### config.mk
export PLATFORM = sky130hd
export DESIGN_NAME = utopia_tx_scheduler
export DESIGN_NICKNAME = d
export VERILOG_FILES = /design/src/rtl/utopia_tx_scheduler.sv
export SDC_FILE = /design/constraint.sdc
export NUM_CORES = 1
export LEC_CHECK = 0
export ABC_AREA = 1
export BUFFER_PORTS_ARGS = -buffer_cell sky130_fd_sc_hd__buf_2
export CAP_MARGIN = 20
export CORE_AREA = 2 2 92 94
export DETAILED_ROUTE_END_ITERATION = 7
export DIE_AREA = 0 0 94 96
export HOLD_SLACK_MARGIN = 0.06
export PLACE_DENSITY = 0.53
export SLEW_MARGIN = 20
export SYNTH_ARGS = -nofsm -noshare
export SYNTH_HDL_FRONTEND = slang
export SYNTH_SLANG_ARGS = --single-unit
export TNS_END_PERCENT = 20
### constraint.sdc
create_clock -name clk_in -period 2.8 [get_ports clk_in]
set_input_delay 0.28 -clock clk_in [delete_from_list [all_inputs] [get_ports clk_in]]
set_output_delay 0.28 -clock clk_in [all_outputs]
set_load 0.02 [all_outputs]
### src/rtl/utopia_tx_scheduler.sv
// Round-robin scheduler that shares one UTOPIA-1 ATM transmitter among
// NUM_SRC cell sources. It grants one source, drives the valid/ready
// handshake, steers the external cell mux and counts completed cells.
//
// Handshake with the transmitter (tx_valid out, tx_ready in):
//   The transmitter idles with tx_ready=1. A cell is offered by holding
//   tx_valid=1 until tx_ready is seen low (accepted); tx_valid then drops.
//   tx_ready stays low while the 53 bytes go out, rises when the cell is
//   sent, dips low for one cycle and returns high. Only after that final
//   rise is the cell counted done and the grant released.
`timescale 1ns/1ps
module utopia_tx_scheduler #(
  parameter int NUM_SRC = 4,
  parameter int SEL_W   = $clog2(NUM_SRC),
  parameter int TMO_CYC = 1024,
  parameter int CNT_W   = 16
) (
  input  logic               clk_in,
  input  logic               reset,
  input  logic [NUM_SRC-1:0] req,
  output logic [NUM_SRC-1:0] gnt,
  output logic [SEL_W-1:0]   cell_sel,
  output logic [NUM_SRC-1:0] src_done,
  output logic               tx_valid,
  input  logic               tx_ready,
  output logic               tmo_err,
  output logic [CNT_W-1:0]   cells_sent,
  output logic [2:0]         fsm_state
);

  typedef enum logic [2:0] {
    IDLE    = 3'd0,
    GRANT   = 3'd1,
    ACCEPT  = 3'd2,
    SETTLE  = 3'd3,
    RECOVER = 3'd4
  } state_t;

  localparam int WD_W = $clog2(TMO_CYC);

  state_t           state;
  logic [SEL_W-1:0] rr_ptr;
  logic [WD_W-1:0]  wdog;
  logic [SEL_W-1:0] cand;
  logic [SEL_W-1:0] pick_idx;
  logic             pick_ok;
  logic [SEL_W-1:0] next_ptr;
  logic             advance;
  logic             timeout;

  // State is exported for observation.
  assign fsm_state = state;

  // Pointer position just past the current winner, wrapping at NUM_SRC.
  assign next_ptr = (cell_sel == SEL_W'(NUM_SRC - 1)) ? '0 : cell_sel + 1'b1;

  // Watchdog expiry in any busy phase.
  assign timeout = (state != IDLE) && (wdog == WD_W'(TMO_CYC - 1));

  // Round-robin search: first set request at or above rr_ptr, with wrap.
  always_comb begin
    cand     = '0;
    pick_ok  = 1'b0;
    pick_idx = '0;
    for (int i = 0; i < NUM_SRC; i++) begin
      cand = SEL_W'((int'(rr_ptr) + i) % NUM_SRC);
      if (!pick_ok && req[cand]) begin
        pick_ok  = 1'b1;
        pick_idx = cand;
      end
    end
  end

  // Phase exit condition seen on tx_ready for each busy state.
  always_comb begin
    advance = 1'b0;
    case (state)
      GRANT:   advance = tx_valid && !tx_ready;
      ACCEPT:  advance = tx_ready;
      SETTLE:  advance = !tx_ready;
      RECOVER: advance = tx_ready;
      default: advance = 1'b0;
    endcase
  end

  // Scheduler FSM with registered outputs and per-phase watchdog.
  always_ff @(posedge clk_in or posedge reset) begin
    if (reset) begin
      state      <= IDLE;
      gnt        <= '0;
      cell_sel   <= '0;
      src_done   <= '0;
      tx_valid   <= 1'b0;
      tmo_err    <= 1'b0;
      cells_sent <= '0;
      rr_ptr     <= '0;
      wdog       <= '0;
    end else begin
      src_done <= '0;
      tmo_err  <= 1'b0;
      if (state == IDLE) begin
        wdog <= '0;
        // Arbitrate only while the transmitter is idle.
        if (pick_ok && tx_ready) begin
          gnt      <= NUM_SRC'(1) << pick_idx;
          cell_sel <= pick_idx;
          state    <= GRANT;
        end
      end else if (advance) begin
        wdog <= '0;
        case (state)
          GRANT: begin
            tx_valid <= 1'b0;
            state    <= ACCEPT;
          end
          ACCEPT:  state <= SETTLE;
          SETTLE:  state <= RECOVER;
          default: begin
            src_done   <= gnt;
            cells_sent <= cells_sent + 1'b1;
            gnt        <= '0;
            rr_ptr     <= next_ptr;
            state      <= IDLE;
          end
        endcase
      end else if (timeout) begin
        // Abort: release the grant without counting the cell.
        tmo_err  <= 1'b1;
        tx_valid <= 1'b0;
        gnt      <= '0;
        rr_ptr   <= next_ptr;
        wdog     <= '0;
        state    <= IDLE;
      end else begin
        wdog <= wdog + 1'b1;
        if (state == GRANT) begin
          tx_valid <= 1'b1;
        end
      end
    end
  end

endmodule

==> results.sh <==
export IMPL_first_pass_iters=4
export IMPL_maxCapViolCount=0
export IMPL_syn_avg_cell_area_um2=8.26
export IMPL_fp_dieH_um=96
export IMPL_status="completed"
export IMPL_setup_slack_ns=0.975
export IMPL_cts_sinks=43
export IMPL_cts_hold_repair_buffers=0
export IMPL_syn_num_nets=284
export IMPL_start_util_pct=28.1
export IMPL_max_slew_margin_rel_pct=41.1
export IMPL_rsz0062_at_grt="no"
export IMPL_cp_start_kind="flip-flop"
export IMPL_grt_first_pass_wirelength_mm=7.78
export IMPL_grt_overflow_total=0
export IMPL_root_buffer="clkbuf_8"
export IMPL_cp_end_kind="flip-flop"
export IMPL_switchingPower_uw=980
export IMPL_wl_mm=4.44
export IMPL_synth_seq_cells=43
export IMPL_internal_power_mw=1.20
export IMPL_drt_iter0_drc=61
export IMPL_cts_resized=0
export IMPL_synth_top_family_by_area="simple AND/OR/NAND/NOR gates"
export IMPL_synthMuxAreaShare_pct=0
export IMPL_num_antenna_cells=0
export IMPL_synth_edf_count=0
export IMPL_fin_hold_ws_ns=0.0576
export IMPL_fmax_mhz=548
export IMPL_async_reset_ff_share_pct=100
export IMPL_rows=33
export IMPL_slew_violations=0
export IMPL_min_period_over_period_pct=65.2
export IMPL_final_net_count=327
export IMPL_skew_ns=0.0121
export IMPL_grt_max_degree=26
export IMPL_powerDensity_mw_per_mm2=822
export IMPL_grt_pass1_vias=1734
export IMPL_synthTopCellsByArea="dfrtp_1 48%, nand2_1 12%, inv_1 5.5%, nor2_1 5.5%, xor2_1 5.4%"
export IMPL_swShare_pct=44.8
export IMPL_grt_total_usage_pct=10.9
export IMPL_setup_viol_count_final=0
export IMPL_core_area_mm2=0.00805
export IMPL_cts_tree="done"
export IMPL_worst_pin_slew_ns=0.878
export IMPL_cp_max_fo=11
export IMPL_syn2layout_area_growth_pct=17.5
export IMPL_synth_compound_area_share_pct=3.92
export IMPL_chipWidth_um=94
export IMPL_arrival_ns=2.01
export IMPL_yosys_area_share_simple_pct=32.6
export IMPL_n_fill_cell=876
export IMPL_drc_errors=0
export IMPL_path_class="flip-flop to flip-flop"
export IMPL_yosysTopAreaCell="dfrtp_1"
export IMPL_peakVddDrop_uv=310
export IMPL_finalCriticalPeriod_ns=1.83
export IMPL_io_pins=38
export IMPL_numCtsBuffers=5
export IMPL_ys_seq_area_share_pct=47.5
export IMPL_setup_tns_ns=0
export IMPL_cts_clk_slew_worst_paths_ns=0.09
export IMPL_die_area_mm2=0.00902
export IMPL_yosysUniqueCellTypes=30
export IMPL_ys_flop_type="dfrtp_1"
export IMPL_synthAdderAreaFrac_pct=1.66
export IMPL_holdCritPathClass="input pin to async pin"
export IMPL_cts_buffer_depth=2
export IMPL_routabilityCongestion=0.838
export IMPL_drtAntennaViolNets=0
export IMPL_htreeDepth=2
export IMPL_synth_common_cells="71 x nand2_1, 43 x dfrtp_1, 33 x inv_1, 33 x nor2_1, 16 x nand3_1"
export IMPL_dpl_hpwl_mm=3.50
export IMPL_power_frac_comb_pct=42.3
export IMPL_antenna_found_initial=0
export IMPL_post_cts_buffers=0
export IMPL_vias_per_cell=4.36
export IMPL_hold_violations=0
export IMPL_port_buffers=37
export IMPL_drive_above_1_share_pct=23.6
export IMPL_dr_total_vias=1843
export IMPL_worstPathRequired_ns=2.99
export IMPL_synth_cells=274
export IMPL_synth_most_common_cell="nand2_1"
export IMPL_clock_latency_ns=0.30
export IMPL_syn_area_mm2=0.00226
export IMPL_wl_per_cell_um=10.5
export IMPL_synth_top_cell_area_share_pct=47.5
export IMPL_clkPwrFrac_pct=18.1
export IMPL_synth_xor_area_share_pct=6.97
export IMPL_preCtsSetupSlack_ns=0.966
export IMPL_ys_warn_count=0
export IMPL_seqPwrFrac_pct=39.6
export IMPL_power_leakage_nw=1.43
[sequential cells by signal (all words and copies together) (netlist names)]
signal / cells
cell_sel: 2
cells_sent: 16
fsm_state: 3
gnt: 4
rr_ptr: 2
src_done: 4
tmo_err: 1
tx_valid: 1
wdog: 10
[kinds of logic (layout without fill, tap and decap cells)]
kind of cell	after synthesis	in the layout
xor+xnor	18	18
simple gates	154	154
buf+inv	40	84
fa+ha+maj	3	3
flops	43	43
compound gates	16	16
[area by class of cell]
| cell class | instances | area, µm² | area share (%) |
|---|---|---|---|
| Tap cell | 105 | 131 | 4.94 |
| Sequential cell | 43 | 1080 | 40.5 |
| Clock buffer | 5 | 68.8 | 2.59 |
| Clock inverter | 3 | 25.0 | 0.941 |
| Multi-Input combinational cell | 191 | 1020 | 38.4 |
| Timing Repair Buffer | 38 | 193 | 7.25 |
| Inverter | 38 | 143 | 5.36 |
[worst max-delay path, stage by stage, from the launching register on]
cell and delay [ns]:
dfrtp_1 0.42, inv_1 0.15, nand4_2 0.31, inv_2 0.19, nand2_1 0.12, nor2_2 0.13
nand3_1 0.13, nor2_2 0.12, nand2_1 0.06, nand2_1 0.05, nand2_1 0.04
[placed cells by master (no fill, tap or decap), types with 3 or more instances in the layout]
master / synthesis / final
nand3_2: 4 / 4
nor2_1: 33 / 33
nand3_1: 16 / 16
nand2_4: 4 / 4
o21ai_0: 6 / 6
ha_1: 3 / 3
nand4_1: 5 / 5
inv_2: 5 / 5
clkbuf_8: 0 / 5
inv_1: 33 / 32
buf_2: 0 / 37
o21ai_1: 4 / 4
dfrtp_1: 43 / 43
nand2_2: 5 / 5
xnor2_1: 4 / 4
nand2_1: 71 / 71
nor3_1: 3 / 3
xor2_1: 14 / 14
nor2_2: 5 / 5
[final timing paths]
path,start,endpoint,slack (ns),cells past startpoint
setup / recovery,fsm_state[0],cells_sent[15],0.97,10
min in group clk_in,tx_ready,fsm_state[1],0.40,4
setup reg to reg,fsm_state[0],cells_sent[15],0.97,10
max in group asynchronous,reset,cells_sent[8],2.04,3
hold reg to reg,cells_sent[15],cells_sent[15],0.50,2
hold / removal,reset,wdog[5],0.06,2
[through the flow]
step	instance area [µm²]	instances	util [%]	total power, mW
6_report	2660	423	33.0	2.18
2_1_floorplan	2260	274	-	1.57
4_1_cts	2660	423	33.0	2.22
5_1_grt	2660	423	33.0	2.39
3_3_place_gp	2560	415	31.9	1.81
3_5_place_dp	2560	415	31.9	1.81
[power by group through the flow]
stage,logic [mW],registers (mW),clock network [mW]
2_1_floorplan,0.643,0.931,0
3_3_place_gp,0.927,0.881,0
3_5_place_dp,0.932,0.881,0
4_1_cts,0.937,0.870,0.411
5_1_grt,1.07,0.891,0.435
6_report,0.923,0.866,0.396
[metal layers]
metal / track usage (%) / part of all wire, % / vias up
li1: - / - / 940
met1: 14.5 / 46 / 858
met2: 17.6 / 47 / 40
met3: 2.90 / 5.6 / 5
met4: 3.26 / 0.99 / 0
met5: 0 / 0 / -
(Power assumes the default switching activity.)
